===== src/rtl/fft_frame_sequencer_if.sv =====
// fft_frame_sequencer_if: sample stream, FFT core pins and result bus of the frame sequencer
interface fft_frame_sequencer_if #(
  parameter int ADDR_W = 9
) ();
  logic              sample_valid;
  logic [15:0]       sample_in;
  logic              sample_ready;
  logic              fft_rst;
  logic              fft_load;
  logic [ADDR_W-1:0] fft_load_address;
  logic [31:0]       fft_data_in;
  logic              fft_start;
  logic              fft_done;
  logic [31:0]       fft_data_out;
  logic              result_valid;
  logic [ADDR_W-1:0] result_index;
  logic [15:0]       result_re;
  logic [15:0]       result_im;
  logic              result_last;
  modport master (
    input  sample_valid, sample_in, fft_done, fft_data_out,
    output sample_ready, fft_rst, fft_load, fft_load_address, fft_data_in, fft_start,
           result_valid, result_index, result_re, result_im, result_last
  );
  modport slave (
    output sample_valid, sample_in, fft_done, fft_data_out,
    input  sample_ready, fft_rst, fft_load, fft_load_address, fft_data_in, fft_start,
           result_valid, result_index, result_re, result_im, result_last
  );
endinterface


===== src/rtl/fft_frame_sequencer.sv =====
// fft_frame_sequencer: frames mic samples into the FFT core, starts it and drains its spectrum bins
module fft_frame_sequencer #(
  parameter int N_POINTS = 512,
  parameter int TIMEOUT  = 8192,
  parameter int RST_CYC  = 4,
  parameter int ADDR_W   = $clog2(N_POINTS)
) (
  input  logic                 slow_clk,
  input  logic                 reset,
  input  logic                 enable_i,
  output logic                 busy_o,
  output logic                 timeout_err_o,
  fft_frame_sequencer_if.master bus
);
  localparam int WD_W = $clog2(TIMEOUT);
  localparam int RC_W = $clog2(RST_CYC + 1);
  localparam logic [ADDR_W-1:0] LAST = ADDR_W'(N_POINTS - 1);
  typedef enum logic [2:0] {S_RST, S_IDLE, S_LOAD, S_START, S_WAIT, S_READ} state_t;
  state_t            state_q, state_d;
  logic [ADDR_W-1:0] ld_cnt_q, ld_cnt_d;
  logic [ADDR_W-1:0] rd_cnt_q, rd_cnt_d;
  logic [WD_W-1:0]   wd_cnt_q, wd_cnt_d;
  logic [RC_W-1:0]   rc_cnt_q, rc_cnt_d;
  logic              timeout_err_q, timeout_err_d;
  logic              busy_q, busy_d;
  logic              sample_ready_q, sample_ready_d;
  logic              fft_rst_q, fft_rst_d;
  logic              fft_load_q, fft_load_d;
  logic [ADDR_W-1:0] fft_addr_q, fft_addr_d;
  logic [31:0]       fft_data_q, fft_data_d;
  logic              fft_start_q, fft_start_d;
  logic              res_valid_q, res_valid_d;
  logic [ADDR_W-1:0] res_index_q, res_index_d;
  logic [15:0]       res_re_q, res_re_d;
  logic [15:0]       res_im_q, res_im_d;
  logic              res_last_q, res_last_d;
  logic              xfer;
  logic              cap;
  // Bin 0 is already on fft_data_out in the cycle done first rises, so WAIT captures too.
  assign xfer = sample_ready_q & bus.sample_valid;
  assign cap  = bus.fft_done & (state_q == S_WAIT | state_q == S_READ);
  // Next state, frame counters and watchdog.
  always_comb begin
    state_d       = state_q;
    ld_cnt_d      = ld_cnt_q;
    rd_cnt_d      = rd_cnt_q;
    wd_cnt_d      = wd_cnt_q;
    rc_cnt_d      = rc_cnt_q;
    timeout_err_d = timeout_err_q;
    case (state_q)
      S_RST: begin
        rc_cnt_d = rc_cnt_q + 1'b1;
        if (rc_cnt_q == RC_W'(RST_CYC - 1)) state_d = S_IDLE;
      end
      S_IDLE: if (enable_i) begin
        state_d  = S_LOAD;
        ld_cnt_d = '0;
      end
      S_LOAD: if (xfer) begin
        ld_cnt_d = ld_cnt_q + 1'b1;
        if (ld_cnt_q == LAST) state_d = S_START;
      end
      S_START: begin
        state_d  = S_WAIT;
        wd_cnt_d = '0;
        rd_cnt_d = '0;
      end
      S_WAIT: begin
        wd_cnt_d = wd_cnt_q + 1'b1;
        if (bus.fft_done) state_d = S_READ;
        else if (wd_cnt_q == WD_W'(TIMEOUT - 1)) begin
          timeout_err_d = 1'b1;
          rc_cnt_d      = '0;
          state_d       = S_RST;
        end
      end
      default: ;
    endcase
    if (cap) begin
      rd_cnt_d = rd_cnt_q + 1'b1;
      if (rd_cnt_q == LAST) begin
        state_d  = enable_i ? S_LOAD : S_IDLE;
        ld_cnt_d = '0;
      end
    end
  end
  // Registered output values derived from the next state and this cycle's transfers.
  always_comb begin
    sample_ready_d = state_d == S_LOAD;
    busy_d         = state_d != S_IDLE;
    fft_rst_d      = state_d == S_RST;
    fft_start_d    = state_d == S_START;
    fft_load_d     = xfer;
    fft_addr_d     = xfer ? ld_cnt_q : fft_addr_q;
    fft_data_d     = xfer ? {bus.sample_in, 16'h0000} : fft_data_q;
    res_valid_d    = cap;
    res_index_d    = cap ? rd_cnt_q : res_index_q;
    res_re_d       = cap ? bus.fft_data_out[31:16] : res_re_q;
    res_im_d       = cap ? bus.fft_data_out[15:0] : res_im_q;
    res_last_d     = cap && rd_cnt_q == LAST;
  end
  // State and output registers; reset aborts any frame and holds the core in reset.
  always_ff @(posedge slow_clk) begin
    if (!reset) begin
      state_q        <= S_RST;
      ld_cnt_q       <= '0;
      rd_cnt_q       <= '0;
      wd_cnt_q       <= '0;
      rc_cnt_q       <= '0;
      timeout_err_q  <= 1'b0;
      busy_q         <= 1'b0;
      sample_ready_q <= 1'b0;
      fft_rst_q      <= 1'b1;
      fft_load_q     <= 1'b0;
      fft_addr_q     <= '0;
      fft_data_q     <= '0;
      fft_start_q    <= 1'b0;
      res_valid_q    <= 1'b0;
      res_index_q    <= '0;
      res_re_q       <= '0;
      res_im_q       <= '0;
      res_last_q     <= 1'b0;
    end else begin
      state_q        <= state_d;
      ld_cnt_q       <= ld_cnt_d;
      rd_cnt_q       <= rd_cnt_d;
      wd_cnt_q       <= wd_cnt_d;
      rc_cnt_q       <= rc_cnt_d;
      timeout_err_q  <= timeout_err_d;
      busy_q         <= busy_d;
      sample_ready_q <= sample_ready_d;
      fft_rst_q      <= fft_rst_d;
      fft_load_q     <= fft_load_d;
      fft_addr_q     <= fft_addr_d;
      fft_data_q     <= fft_data_d;
      fft_start_q    <= fft_start_d;
      res_valid_q    <= res_valid_d;
      res_index_q    <= res_index_d;
      res_re_q       <= res_re_d;
      res_im_q       <= res_im_d;
      res_last_q     <= res_last_d;
    end
  end
  assign busy_o               = busy_q;
  assign timeout_err_o        = timeout_err_q;
  assign bus.sample_ready     = sample_ready_q;
  assign bus.fft_rst          = fft_rst_q;
  assign bus.fft_load         = fft_load_q;
  assign bus.fft_load_address = fft_addr_q;
  assign bus.fft_data_in      = fft_data_q;
  assign bus.fft_start        = fft_start_q;
  assign bus.result_valid     = res_valid_q;
  assign bus.result_index     = res_index_q;
  assign bus.result_re        = res_re_q;
  assign bus.result_im        = res_im_q;
  assign bus.result_last      = res_last_q;
endmodule


===== src/flat_wrapper.sv =====
// flat-port wrapper written by rule: the top's interface ports become plain ports
module fft_frame_sequencer_flat 
#(
  parameter int N_POINTS = 512,
  parameter int TIMEOUT  = 8192,
  parameter int RST_CYC  = 4,
  parameter int ADDR_W   = $clog2(N_POINTS)
)
  (slow_clk, reset, enable_i, busy_o, timeout_err_o, bus_sample_valid, bus_sample_in, bus_fft_done, bus_fft_data_out, bus_sample_ready, bus_fft_rst, bus_fft_load, bus_fft_load_address, bus_fft_data_in, bus_fft_start, bus_result_valid, bus_result_index, bus_result_re, bus_result_im, bus_result_last);
  fft_frame_sequencer_if #(.ADDR_W(ADDR_W)) bus_i ();
  input  logic slow_clk;
  input  logic reset;
  input  logic enable_i;
  output logic busy_o;
  output logic timeout_err_o;
  input wire logic [$bits(bus_i.sample_valid)-1:0] bus_sample_valid;
  input wire logic [$bits(bus_i.sample_in)-1:0] bus_sample_in;
  input wire logic [$bits(bus_i.fft_done)-1:0] bus_fft_done;
  input wire logic [$bits(bus_i.fft_data_out)-1:0] bus_fft_data_out;
  output wire logic [$bits(bus_i.sample_ready)-1:0] bus_sample_ready;
  output wire logic [$bits(bus_i.fft_rst)-1:0] bus_fft_rst;
  output wire logic [$bits(bus_i.fft_load)-1:0] bus_fft_load;
  output wire logic [$bits(bus_i.fft_load_address)-1:0] bus_fft_load_address;
  output wire logic [$bits(bus_i.fft_data_in)-1:0] bus_fft_data_in;
  output wire logic [$bits(bus_i.fft_start)-1:0] bus_fft_start;
  output wire logic [$bits(bus_i.result_valid)-1:0] bus_result_valid;
  output wire logic [$bits(bus_i.result_index)-1:0] bus_result_index;
  output wire logic [$bits(bus_i.result_re)-1:0] bus_result_re;
  output wire logic [$bits(bus_i.result_im)-1:0] bus_result_im;
  output wire logic [$bits(bus_i.result_last)-1:0] bus_result_last;
  assign bus_i.sample_valid = bus_sample_valid;
  assign bus_i.sample_in = bus_sample_in;
  assign bus_i.fft_done = bus_fft_done;
  assign bus_i.fft_data_out = bus_fft_data_out;
  assign bus_sample_ready = bus_i.sample_ready;
  assign bus_fft_rst = bus_i.fft_rst;
  assign bus_fft_load = bus_i.fft_load;
  assign bus_fft_load_address = bus_i.fft_load_address;
  assign bus_fft_data_in = bus_i.fft_data_in;
  assign bus_fft_start = bus_i.fft_start;
  assign bus_result_valid = bus_i.result_valid;
  assign bus_result_index = bus_i.result_index;
  assign bus_result_re = bus_i.result_re;
  assign bus_result_im = bus_i.result_im;
  assign bus_result_last = bus_i.result_last;
  fft_frame_sequencer #(.N_POINTS(N_POINTS), .TIMEOUT(TIMEOUT), .RST_CYC(RST_CYC), .ADDR_W(ADDR_W)) u_core (.slow_clk(slow_clk), .reset(reset), .enable_i(enable_i), .busy_o(busy_o), .timeout_err_o(timeout_err_o), .bus(bus_i));
endmodule

===== config.mk =====
export PLATFORM = sky130hd
export DESIGN_NAME = fft_frame_sequencer_flat
export DESIGN_NICKNAME = d
export VERILOG_FILES = /design/src/rtl/fft_frame_sequencer_if.sv /design/src/rtl/fft_frame_sequencer.sv /design/src/flat_wrapper.sv
export SDC_FILE = /design/constraint.sdc
export NUM_CORES = 1
export LEC_CHECK = 0
export BUFFER_PORTS_ARGS = -buffer_cell sky130_fd_sc_hd__buf_2
export CAP_MARGIN = 0
export CORE_MARGIN = 4
export CORE_UTILIZATION = 55
export DETAILED_ROUTE_END_ITERATION = 10
export GPL_ROUTABILITY_DRIVEN = 0
export GPL_TIMING_DRIVEN = 0
export PLACE_DENSITY_LB_ADDON = 0.2
export SYNTH_ARGS = -nofsm -noshare
export SYNTH_HDL_FRONTEND = slang
export SYNTH_SLANG_ARGS = --single-unit

===== constraint.sdc =====
create_clock -name slow_clk -period 4.4 [get_ports slow_clk]
set_clock_uncertainty 0.2 [all_clocks]
set_input_delay 0.66 -clock slow_clk [delete_from_list [all_inputs] [get_ports slow_clk]]
set_output_delay 0.66 -clock slow_clk [all_outputs]
set_load 0.01 [all_outputs]

# Word level (Yosys, flattened, before mapping)
# Index checks and enable logic that the tools add are counted.
# word_totals
out_inout_bits	90
input_bits	53
ff_bits	111
# op_classes
n_eq_ne	14
reduce_logical	8
mux	21
bitwise	4
addsub	4
# ops
op	count
9-bit 2-to-1 mux	6
3-bit 2-to-1 mux	10
13-bit case mux with 2 select lines	1
9-bit by 1-bit adder with 9-bit output, second input constant	2
9-bit equality test, second input constant	2
9-bit case mux with 2 select lines	1
3-bit by 2-bit equality test with 1-bit output, second input constant	5
3-bit case mux with 5 select lines	1
13-bit by 1-bit adder with 13-bit output, second input constant	1
13-bit equality test, second input constant	1
3-bit equality test, second input constant	2
3-bit zero test	2
3-bit case mux with 2 select lines	1
3-bit AND reduction	2
2-bit nonzero test	3
2-bit != test, second input constant	2
3-bit by 1-bit adder with 3-bit output, second input constant	1
3-bit by 1-bit equality test with 1-bit output, second input constant	1
3-bit by 1-bit != test with 1-bit output, second input constant	1
1-bit bitwise AND	2
2-bit 2-to-1 mux	1
1-bit logical AND	1
1-bit NOT	1
1-bit OR	1

# Depth between registers and ports, before layout
# depth
ltp_word	7
depth_mapped	10
depth_no_buf	10

# Worst setup path after synthesis
# No wires, ideal clock.
# synth_timing
path_type	register -> register
startpoint	reg u_core.rd_cnt_q[0]
endpoint	reg u_core.fft_start_q, in the netlist u_core.bus.fft_start
path_slack_ns	1.967
arrival_ns	2.153
path_buffers	0
required_time_ns	4.120
path_stages_with_launch	10
synth_period_minus_slack_ns	2.433
path_cell_list	dfxtp_1 > ha_1 > and3_1 > and3_1 > and3_1 > ha_1 > nand4b_1 > mux2_2 > a21oi_1 > nor3b_1
# synth_via
elab_chain_cells	4
# synth_lines
element	line_no	text
start: declaration	fft_frame_sequencer.sv:21	logic [ADDR_W-1:0] rd_cnt_q, rd_cnt_d;
start signal: assignment	fft_frame_sequencer.sv:126	rd_cnt_q <= rd_cnt_d;
9-bit equality test	fft_frame_sequencer.sv:81	if (rd_cnt_q == LAST) begin
3-bit 2-to-1 mux	fft_frame_sequencer.sv:81	
3-bit 2-to-1 mux	fft_frame_sequencer.sv:79	if (cap) begin
3-bit by 2-bit equality test with 1-bit output	fft_frame_sequencer.sv:92	fft_start_d = state_d == S_START;
end signal: assignment	fft_frame_sequencer.sv:136	fft_start_q <= fft_start_d;
end: declaration	fft_frame_sequencer.sv:31	logic fft_start_q, fft_start_d;
# No other way between the ends.
# A chain may end at the register's enable or synchronous reset.

# Final worst setup path
# Ends and elaborated chain as after synthesis.

==> flow_summary.toml <==
[yosys]
synth_seq_cells = 111
synth-edff-count = 0
async_reset_ff_share_pct = 0
synth_warnings = 0
ys_types = 51
synthCells = 563
ys_seq_area_share_pct = 48.7
syn_avg_cell_area_sq_um = 8.11
synthFlopType = "dfxtp_1"
synth_area_sq_um = 4560

[power]
p_int_uw = 1260
p_sw_uw = 399
p_leak_uw = 0.00233
comb_power_share_pct = 6.2
power_frac_clock_pct = 32.8
peakVddDrop_mv = 0.132
seqPwrFrac_pct = 61.1
switching_share_pct = 24.0
power_uw = 1660
pwr_density_cell_nw_per_um2 = 300

[cts]
cts.repair.resized = 0
tritoncts = "built"
postCtsSetupBuffers = 0
clkSinkCount = 111
root_buffer = "clkbuf_8"
cts_buffers = 9
worstSkewPairLatency_ps = 370
postCtsHoldBufs = 0
clockBufferDepth = 2
path_clk_slew_ps = 100
htree_levels = 3

[global_route]
antenna_found_initial = 0
first_global_vias = 3956
overflow = 0
use_met1_pct = 26.2
grt_first_pass_wirelength_um = 17800
use_met2_pct = 38.5
use_met3_pct = 4.25
grt_max_degree = 19
track_usage_pct = 21.8
busiest_layer = "met2"

[flow_run]
cap_violations = 0

[route]
drtAntennaViolNets = 0
drtIter0Drc = 108
drt-vias-per-instance = 5.31
routed_wl_um = 11200
drc_errors = 0
post_drt_wl_per_cell_um = 13.7
drtPass1Iterations = 4
vias = 4356

[sta]
fmax_mhz = 358
worst_pin_slew_ps = 600
period_needed_ps = 2790
timing.hold.ws_ps = 255
fin_tns_setup_ps = 0
layout_setup_ws_ps = 1610
setup_viol = 0
relSlewSlack_pct = 59.5
fin_crit_sh_pct = 63.5
drv_slew = 0
grt_setup_unrepaired = "false"
hold_violations = 0

[layout]
finalInstanceArea_sq_um = 5550
area_growth_pct = 21.6
nNetsFinal = 775
insertedDiodeCount = 0
drive_above_1_share_pct = 23.8

[critical_path]
cp_common_cell = "and3_1"
worstRegToRegCells = 9
cp_data_arrival_time_ps = 2880
crit_chain = "ha_1 -> and3_1 -> and3_1 -> and3_1 -> ha_1 -> nand4b_1 -> mux2_2 -> a21oi_1 -> nor3b_1"
cpMaxStageDelayCell = "dfxtp_1"
setup.worst_path.end_class = "flop"
critPathKind = "reg -> reg"
required_ps = 4480
worst_path_largest_cell_delay_ps = 360
worstPathMaxFanout = 5
worst_setup_path_start_kind = "flop"

[die]
rows = 32
start_util_pct = 57.9
die_h_um = 99.1
core_sq_um = 7890
io_pins = 143
die-area_sq_um = 9820
fp.dieW_um = 99.1

[hold_path]
whs_path_depth = 2
hold_path_class = "reg -> reg"

[place]
place_area_sq_um = 5380
numPortBuffers = 126
pre_cts_ws_ps = 1720
dpl.hpwl_um = 8480

[status]
status = "complete, no violations"
layer usage:
metal / vias to the layer above / part of all wire [%]
met5: - / 0
met2: 138 / 50
met4: 0 / 1.3
li1: 2214 / -
met3: 15 / 6.7
met1: 1989 / 42
power by group through the flow:
| stage | sequential [uW] | clock [uW] | combinational (uW) |
|---|---|---|---|
| after floorplan | 1040 | 0 | 58.2 |
| after global placement | 1040 | 0 | 98.3 |
| after detailed placement | 1040 | 0 | 101 |
| after CTS | 1020 | 556 | 102 |
| after global routing | 1020 | 597 | 115 |
| final | 1020 | 545 | 103 |
Yosys cell counts, drive strengths merged, types with 6 or more instances:
cell / count / area share [%]
nand2: 150 / 12
dfxtp: 111 / 49
a21oi: 92 / 10
buf: 28 / 3.9
nor2: 26 / 2.1
clkbuf: 24 / 2.0
o21ai: 12 / 1.3
nor3: 9 / 0.99
nand3: 8 / 0.88
ha: 7 / 1.9
nand3b: 7 / 1.2
nand4: 7 / 0.96
a311oi: 6 / 1.2
and2: 6 / 0.82
or3: 6 / 0.82
final timing paths:
check,from,slack [ps],end
min,u_core.bus.result_index[8],250,u_core.bus.result_index[8]
max,u_core.rd_cnt_q[0],1610,u_core.bus.fft_start
min reg2reg,u_core.bus.result_index[8],250,u_core.bus.result_index[8]
max reg2reg,u_core.rd_cnt_q[0],1610,u_core.bus.fft_start
sequential cells by signal, indices dropped and copies added (netlist names), 3 cells and up:
| register | flops |
|---|---|
| u_core.bus.result_index | 9 |
| u_core.rd_cnt_q | 9 |
| u_core.state_q | 3 |
| u_core.bus.result_re | 16 |
| u_core.wd_cnt_q | 13 |
| u_core.bus.result_im | 16 |
| u_core.ld_cnt_q | 9 |
| u_core.rc_cnt_q | 3 |
| u_core.bus.fft_data_in | 16 |
| u_core.bus.fft_load_address | 9 |
stage by stage:
stage / utilization [%] / instances
2_1_floorplan: - / 578
3_3_place_gp: 68.2 / 806
3_5_place_dp: 68.2 / 806
4_1_cts: 70.3 / 821
5_1_grt: 70.3 / 821
6_report: 70.3 / 821
cell type report:
class | instances | area [sq um]
Inverter | 5 | 18.8
Timing Repair Buffer | 126 | 631
Sequential cell | 111 | 2220
Tap cell | 102 | 128
Multi-Input combinational cell | 410 | 2110
Fill cell | 662 | 2340
Clock buffer | 10 | 128
Clock inverter | 5 | 41.3
Buffer | 52 | 269
critical path, delay by kind of cell, from the launching register on:
family / cells / cell delay, ps
AND/OR/NAND/NOR: 5 / 990
adder cells (fa/ha/maj): 2 / 490
flip-flops: 1 / 360
multiplexers: 1 / 360
AO/OA/AOI/OAI: 1 / 310
cell families after synthesis:
logic type | count (synthesis) | share of synthesized area, %
DFF | 111 | 48.7
xor gates and xnor gates | 1 | 0.192
adders and majority gates | 7 | 1.92
AOI/OAI and AO/OA | 139 | 17.5
and+or+nand+nor | 244 | 24.7
muxes | 3 | 0.685
buffers and inverters | 57 | 6.31
other | 1 | 0.0822
layout by cell type (no fill, tap or decap), types with 7 or more instances in the layout:
cell and instances:
clkbuf_1 25, dfxtp_1 111, a21oi_1 92, buf_2 134, nand2_1 150, o21ai_0 12
clkbuf_8 9, nor3_1 9, conb_1 16, nand3_1 8, ha_1 7, nand3b_1 7
nor2_1 26, nand4_1 7, buf_4 17
No activity file was read; power rests on OpenSTA's default activity.
